--- config.mk ---
export PLATFORM = sky130hd
export DESIGN_NAME = mini_core_c2f_arb
export DESIGN_NICKNAME = d
export VERILOG_FILES = /design/src/rtl/common_pkg.sv /design/src/rtl/mini_core_pkg.sv /design/src/rtl/mini_core_c2f_arb.sv
export SDC_FILE = /design/constraint.sdc
export NUM_CORES = 1
export LEC_CHECK = 0
export CAP_MARGIN = 40
export CORE_MARGIN = 5
export CORE_UTILIZATION = 47
export DETAILED_ROUTE_END_ITERATION = 6
export PLACE_DENSITY_LB_ADDON = 0.3
export SLEW_MARGIN = 15
export SYNTH_ARGS = -nofsm -noshare
export SYNTH_HDL_FRONTEND = slang
export SYNTH_SLANG_ARGS = --single-unit
--- constraint.sdc ---
create_clock -name clk -period 5.63 [get_ports clk]
set_input_delay 1.689 -clock clk [delete_from_list [all_inputs] [get_ports clk]]
set_output_delay 1.689 -clock clk [all_outputs]
set_load 0.01 [all_outputs]
--- src/rtl/common_pkg.sv ---
// Types shared across the mini_core tile and fabric.
package common_pkg;

   typedef struct packed {
      logic [3:0]  dst;
      logic [3:0]  op;
      logic [31:0] data;
   } t_tile_trans;

endpackage

--- src/rtl/mini_core_pkg.sv ---
// mini_core-local types and default constants (C2F injection arbiter).
package mini_core_pkg;

   typedef enum logic {ARB_SRC_REQ, ARB_SRC_RSP} t_c2f_arb_src;

   localparam int          C2F_ARB_RSP_BURST_MAX = 4;
   localparam logic [15:0] C2F_ARB_STALL_LIMIT   = 16'd1000;

endpackage

--- src/rtl/mini_core_c2f_arb.sv ---
// Arbitrates request and read-response FIFO heads onto the tile's single fabric
// injection port: response priority with a bounded burst, one registered output stage.
module mini_core_c2f_arb
   import common_pkg::*;
   import mini_core_pkg::*;
#(
   parameter int          RSP_BURST_MAX = C2F_ARB_RSP_BURST_MAX,
   parameter logic [15:0] STALL_LIMIT   = C2F_ARB_STALL_LIMIT
) (
   input  logic         clk,
   input  logic         rst,
   input  logic         req_valid,
   input  t_tile_trans  req_trans,
   output logic         req_ready,
   input  logic         rsp_valid,
   input  t_tile_trans  rsp_trans,
   output logic         rsp_ready,
   input  logic         fab_ready,
   output logic         out_valid,
   output t_tile_trans  out_trans,
   output t_c2f_arb_src out_src,
   output logic         stall_err
);

   localparam int BW = $clog2(RSP_BURST_MAX + 1);

   logic         out_valid_q, out_valid_d;
   t_tile_trans  out_trans_q, out_trans_d;
   t_c2f_arb_src out_src_q,   out_src_d;
   logic [BW-1:0] burst_cnt_q, burst_cnt_d;
   logic [15:0]  stall_cnt_q, stall_cnt_d;
   logic         stall_err_q, stall_err_d;

   logic load_en;
   logic grant_rsp;
   logic grant_req;

   // The output register may be emptied and refilled in the same cycle.
   assign load_en   = !out_valid_q || fab_ready;
   assign grant_rsp = load_en && rsp_valid &&
                      (!req_valid || (burst_cnt_q < BW'(RSP_BURST_MAX)));
   assign grant_req = load_en && !grant_rsp && req_valid;

   // Upstream FIFOs must never be popped while reset is asserted.
   assign rsp_ready = grant_rsp && !rst;
   assign req_ready = grant_req && !rst;

   always_comb begin
      out_valid_d = out_valid_q;
      out_trans_d = out_trans_q;
      out_src_d   = out_src_q;
      burst_cnt_d = burst_cnt_q;
      stall_cnt_d = '0;
      stall_err_d = stall_err_q;

      if (grant_rsp) begin
         out_valid_d = 1'b1;
         out_trans_d = rsp_trans;
         out_src_d   = ARB_SRC_RSP;
         if (!req_valid) begin
            burst_cnt_d = '0;
         end else if (burst_cnt_q != BW'(RSP_BURST_MAX)) begin
            burst_cnt_d = burst_cnt_q + 1'b1;
         end
      end else if (grant_req) begin
         out_valid_d = 1'b1;
         out_trans_d = req_trans;
         out_src_d   = ARB_SRC_REQ;
         burst_cnt_d = '0;
      end else if (load_en) begin
         out_valid_d = 1'b0;
      end

      if (out_valid_q && !fab_ready) begin
         stall_cnt_d = (stall_cnt_q == STALL_LIMIT) ? stall_cnt_q : stall_cnt_q + 16'd1;
      end
      if (stall_cnt_d == STALL_LIMIT) begin
         stall_err_d = 1'b1;
      end
   end

   always_ff @(posedge clk or posedge rst) begin
      if (rst) begin
         out_valid_q <= 1'b0;
         out_trans_q <= '0;
         out_src_q   <= ARB_SRC_REQ;
         burst_cnt_q <= '0;
         stall_cnt_q <= '0;
         stall_err_q <= 1'b0;
      end else begin
         out_valid_q <= out_valid_d;
         out_trans_q <= out_trans_d;
         out_src_q   <= out_src_d;
         burst_cnt_q <= burst_cnt_d;
         stall_cnt_q <= stall_cnt_d;
         stall_err_q <= stall_err_d;
      end
   end

   assign out_valid = out_valid_q;
   assign out_trans = out_trans_q;
   assign out_src   = out_src_q;
   assign stall_err = stall_err_q;

endmodule

==> impl_metrics.env <==
export IMPL_outcome="finished, final reports clean"
export IMPL_maxCapViolations=0
export IMPL_cts_made_buffers=9
export IMPL_routed_wirelength_mm=7.96
export IMPL_synth_warnings=0
export IMPL_ctsHoldBuffers=0
export IMPL_rows=30
export IMPL_synth_area_per_cell_um2=9.83
export IMPL_dp_hpwl_mm=6.10
export IMPL_yosysSeqAreaShare_pct=48.9
export IMPL_syn_nets=412
export IMPL_finalCriticalPeriod_ns=5.09
export IMPL_die_area_mm2=0.00850
export IMPL_fp_dieW_um=92.2
export IMPL_drc=0
export IMPL_gr_usage_met2_pct=32.9
export IMPL_path_clk_slew_ns=0.07
export IMPL_fmax_mhz=196
export IMPL_end_kind="output port"
export IMPL_fin_worst_skew_ns=0.0104
export IMPL_grt_use_met1_pct=22.3
export IMPL_synth_seq_cells=62
export IMPL_drv_slew=0
export IMPL_grt_max_degree=53
export IMPL_track_usage_pct=19.5
export IMPL_timing_final_crit_share_pct=90.5
export IMPL_peakVddDrop_v=0.000141
export IMPL_clk_latency_ns=0.34
export IMPL_rsz0062_at_grt="false"
export IMPL_synth_most_common_cell="dfrtp_1"
export IMPL_p_per_area_mw_per_mm2=271
export IMPL_die_y_um=92.2
export IMPL_clock_sinks=62
export IMPL_max_stage_delay_ns=0.58
export IMPL_async_flop_share_pct=100
export IMPL_ys_flop_type="dfrtp_1"
export IMPL_cts_tree="yes"
export IMPL_grt_pass1_vias=2854
export IMPL_path_common_cell="clkdlybuf4s50_1"
export IMPL_layout_setup_ws_ns=0.537
export IMPL_area_growth_pct=49.9
export IMPL_pin_count=130
export IMPL_worstPathArrival_ns=3.40
export IMPL_vias_per_cell=5.25
export IMPL_ctsLongestPathBuffers=2
export IMPL_worst_slew_pin_slew_ns=0.660
export IMPL_port_buffers=129
export IMPL_ant_nets=0
export IMPL_h_tree_depth=3
export IMPL_synth_top_area_cell="dfrtp_1"
export IMPL_synth_commonest_cells="62 x dfrtp_1, 50 x nand2_1, 43 x o21ai_0"
export IMPL_slew_headroom_pct=55.8
export IMPL_drt_initial_drc_count=141
export IMPL_syn_instance_count=323
export IMPL_setup_violations=0
export IMPL_critPathKind="in -> out"
export IMPL_grt_pass1_wl_mm=13.1
export IMPL_ctsResizeCount=0
export IMPL_post_place_ws_ns=0.548
export IMPL_start_kind="primary input"
export IMPL_synth_top_area_share_pct=48.9
export IMPL_first_pass_iters=4
export IMPL_wire_per_inst_um=15.0
export IMPL_synth_area_leaders="dfrtp_1 49%, mux2i_1 13%, o21ai_0 6.8%"
export IMPL_synth_area_mm2=0.00318
export IMPL_slowest_stage="clkdlybuf4s50_1"
export IMPL_overflow=0
export IMPL_leakage_nw=2.14
export IMPL_antenna_found_initial=0
export IMPL_tns_ns=0
export IMPL_synth_cell_type_count=44
export IMPL_hold_violations=0
export IMPL_fillers=486
export IMPL_core_area_mm2=0.00668
export IMPL_use_met3_pct=8.12
export IMPL_clock_root_buffer="clkbuf_8"
export IMPL_cp_data_required_time_ns=3.94
export IMPL_hold_path_class="reg -> reg"
export IMPL_fin_nets=533
export IMPL_path_cells="clkdlybuf4s50_1 > nand2_1 > nand3_2 > nor3b_1 > clkdlybuf4s50_1"
export IMPL_grt_busiest_layer="met2"
export IMPL_cts_setup_buffers=0
export IMPL_worstPathMaxFanout=10
export IMPL_start_util_pct=47.5
export IMPL_place_congestion=0.909
export IMPL_diodes=0
export IMPL_drive_gt1_share_pct=6.46
export IMPL_dr_total_vias=2779
export IMPL_synth_edff_count=0
-- sequential cells by signal, indices dropped and copies added (netlist names) --
name / count
out_trans: 40
stall_cnt_q: 16
burst_cnt_q: 3
out_src: 1
out_valid: 1
stall_err: 1
-- final timing paths --
path	from	to	slack, ns	cells past startpoint
worst max register to register	stall_cnt_q[0]$_DFF_PP0_	stall_err$_DFFE_PP0N_	3.40	7
worst min-delay path	out_trans[15]$_DFFE_PP0P_	out_trans[15]$_DFFE_PP0P_	0.48	2
max in group asynchronous	rst	out_trans[36]$_DFFE_PP0P_	2.99	3
worst max-delay path	req_valid	req_ready	0.54	5
min in group asynchronous	rst	out_trans[28]$_DFFE_PP0P_	1.78	2
worst min register to register	out_trans[15]$_DFFE_PP0P_	out_trans[15]$_DFFE_PP0P_	0.48	2
-- layer usage --
metal / vias up / share of wire (%) / wire [µm]
li1: 1363 / - / -
met1: 1299 / 40 / 3180
met2: 105 / 49 / 3920
met3: 12 / 9.6 / 762
met4: 0 / 1.2 / 99
met5: - / 0 / 0
-- cell families after synthesis --
group	share of synthesized area, %
fa+ha+maj	1.58
compound gates	11.3
flops	48.9
buf+inv	4.06
xor+xnor	3.31
simple gates	17.9
mux	13.0
-- critical path, delay by kind of cell --
family	cells	cell delay, ns
buffers and inverters	2	1.16
AND/OR/NAND/NOR	3	0.55
-- power by group --
| part | switching [mW] | internal (mW) | leakage (nW) | total [mW] |
|---|---|---|---|---|
| clock network | 0.176 | 0.305 | 0.126 | 0.482 |
| registers | 0.0268 | 0.493 | 0.780 | 0.519 |
| logic | 0.121 | 0.166 | 1.24 | 0.287 |
| total | 0.324 | 0.964 | 2.14 | 1.29 |
-- area by class of cell --
class / count / area [µm²] / share of cell area, %
flip-flops and latches: 62 / 1550 / 32.6
multi-input cells: 230 / 1510 / 31.7
repair buffers: 133 / 1320 / 27.8
clock buffers: 10 / 138 / 2.89
clock inverters: 6 / 109 / 2.29
well taps: 80 / 100 / 2.10
inverters: 8 / 30.0 / 0.631
-- through the flow --
stage,util (%),power (mW),area (µm²),instances,hold slack (ns)
after floorplan,-,0.638,3180,323,0.489
after global placement,67.6,0.812,4510,513,0.447
after detailed placement,67.6,0.819,4510,513,0.469
after CTS,71.3,1.30,4760,529,0.485
after global routing,71.3,1.35,4760,529,0.497
final,71.3,1.29,4760,529,0.478
-- placed cells by master (no fill, tap or decap), types with 4 or more instances in the layout --
cell type and instances:
nand3_1 6, buf_4 4, o21ai_0 42, nand4_1 6, clkbuf_8 10, nor2_1 21, nand2_1 50, mux2i_1 40
inv_1 7, nor4_1 4, clkdlybuf4s50_1 129, dfrtp_1 62, xor2_1 6, ha_1 4, xnor2_1 6, a21oi_1 4
(Power assumes the default switching activity.)
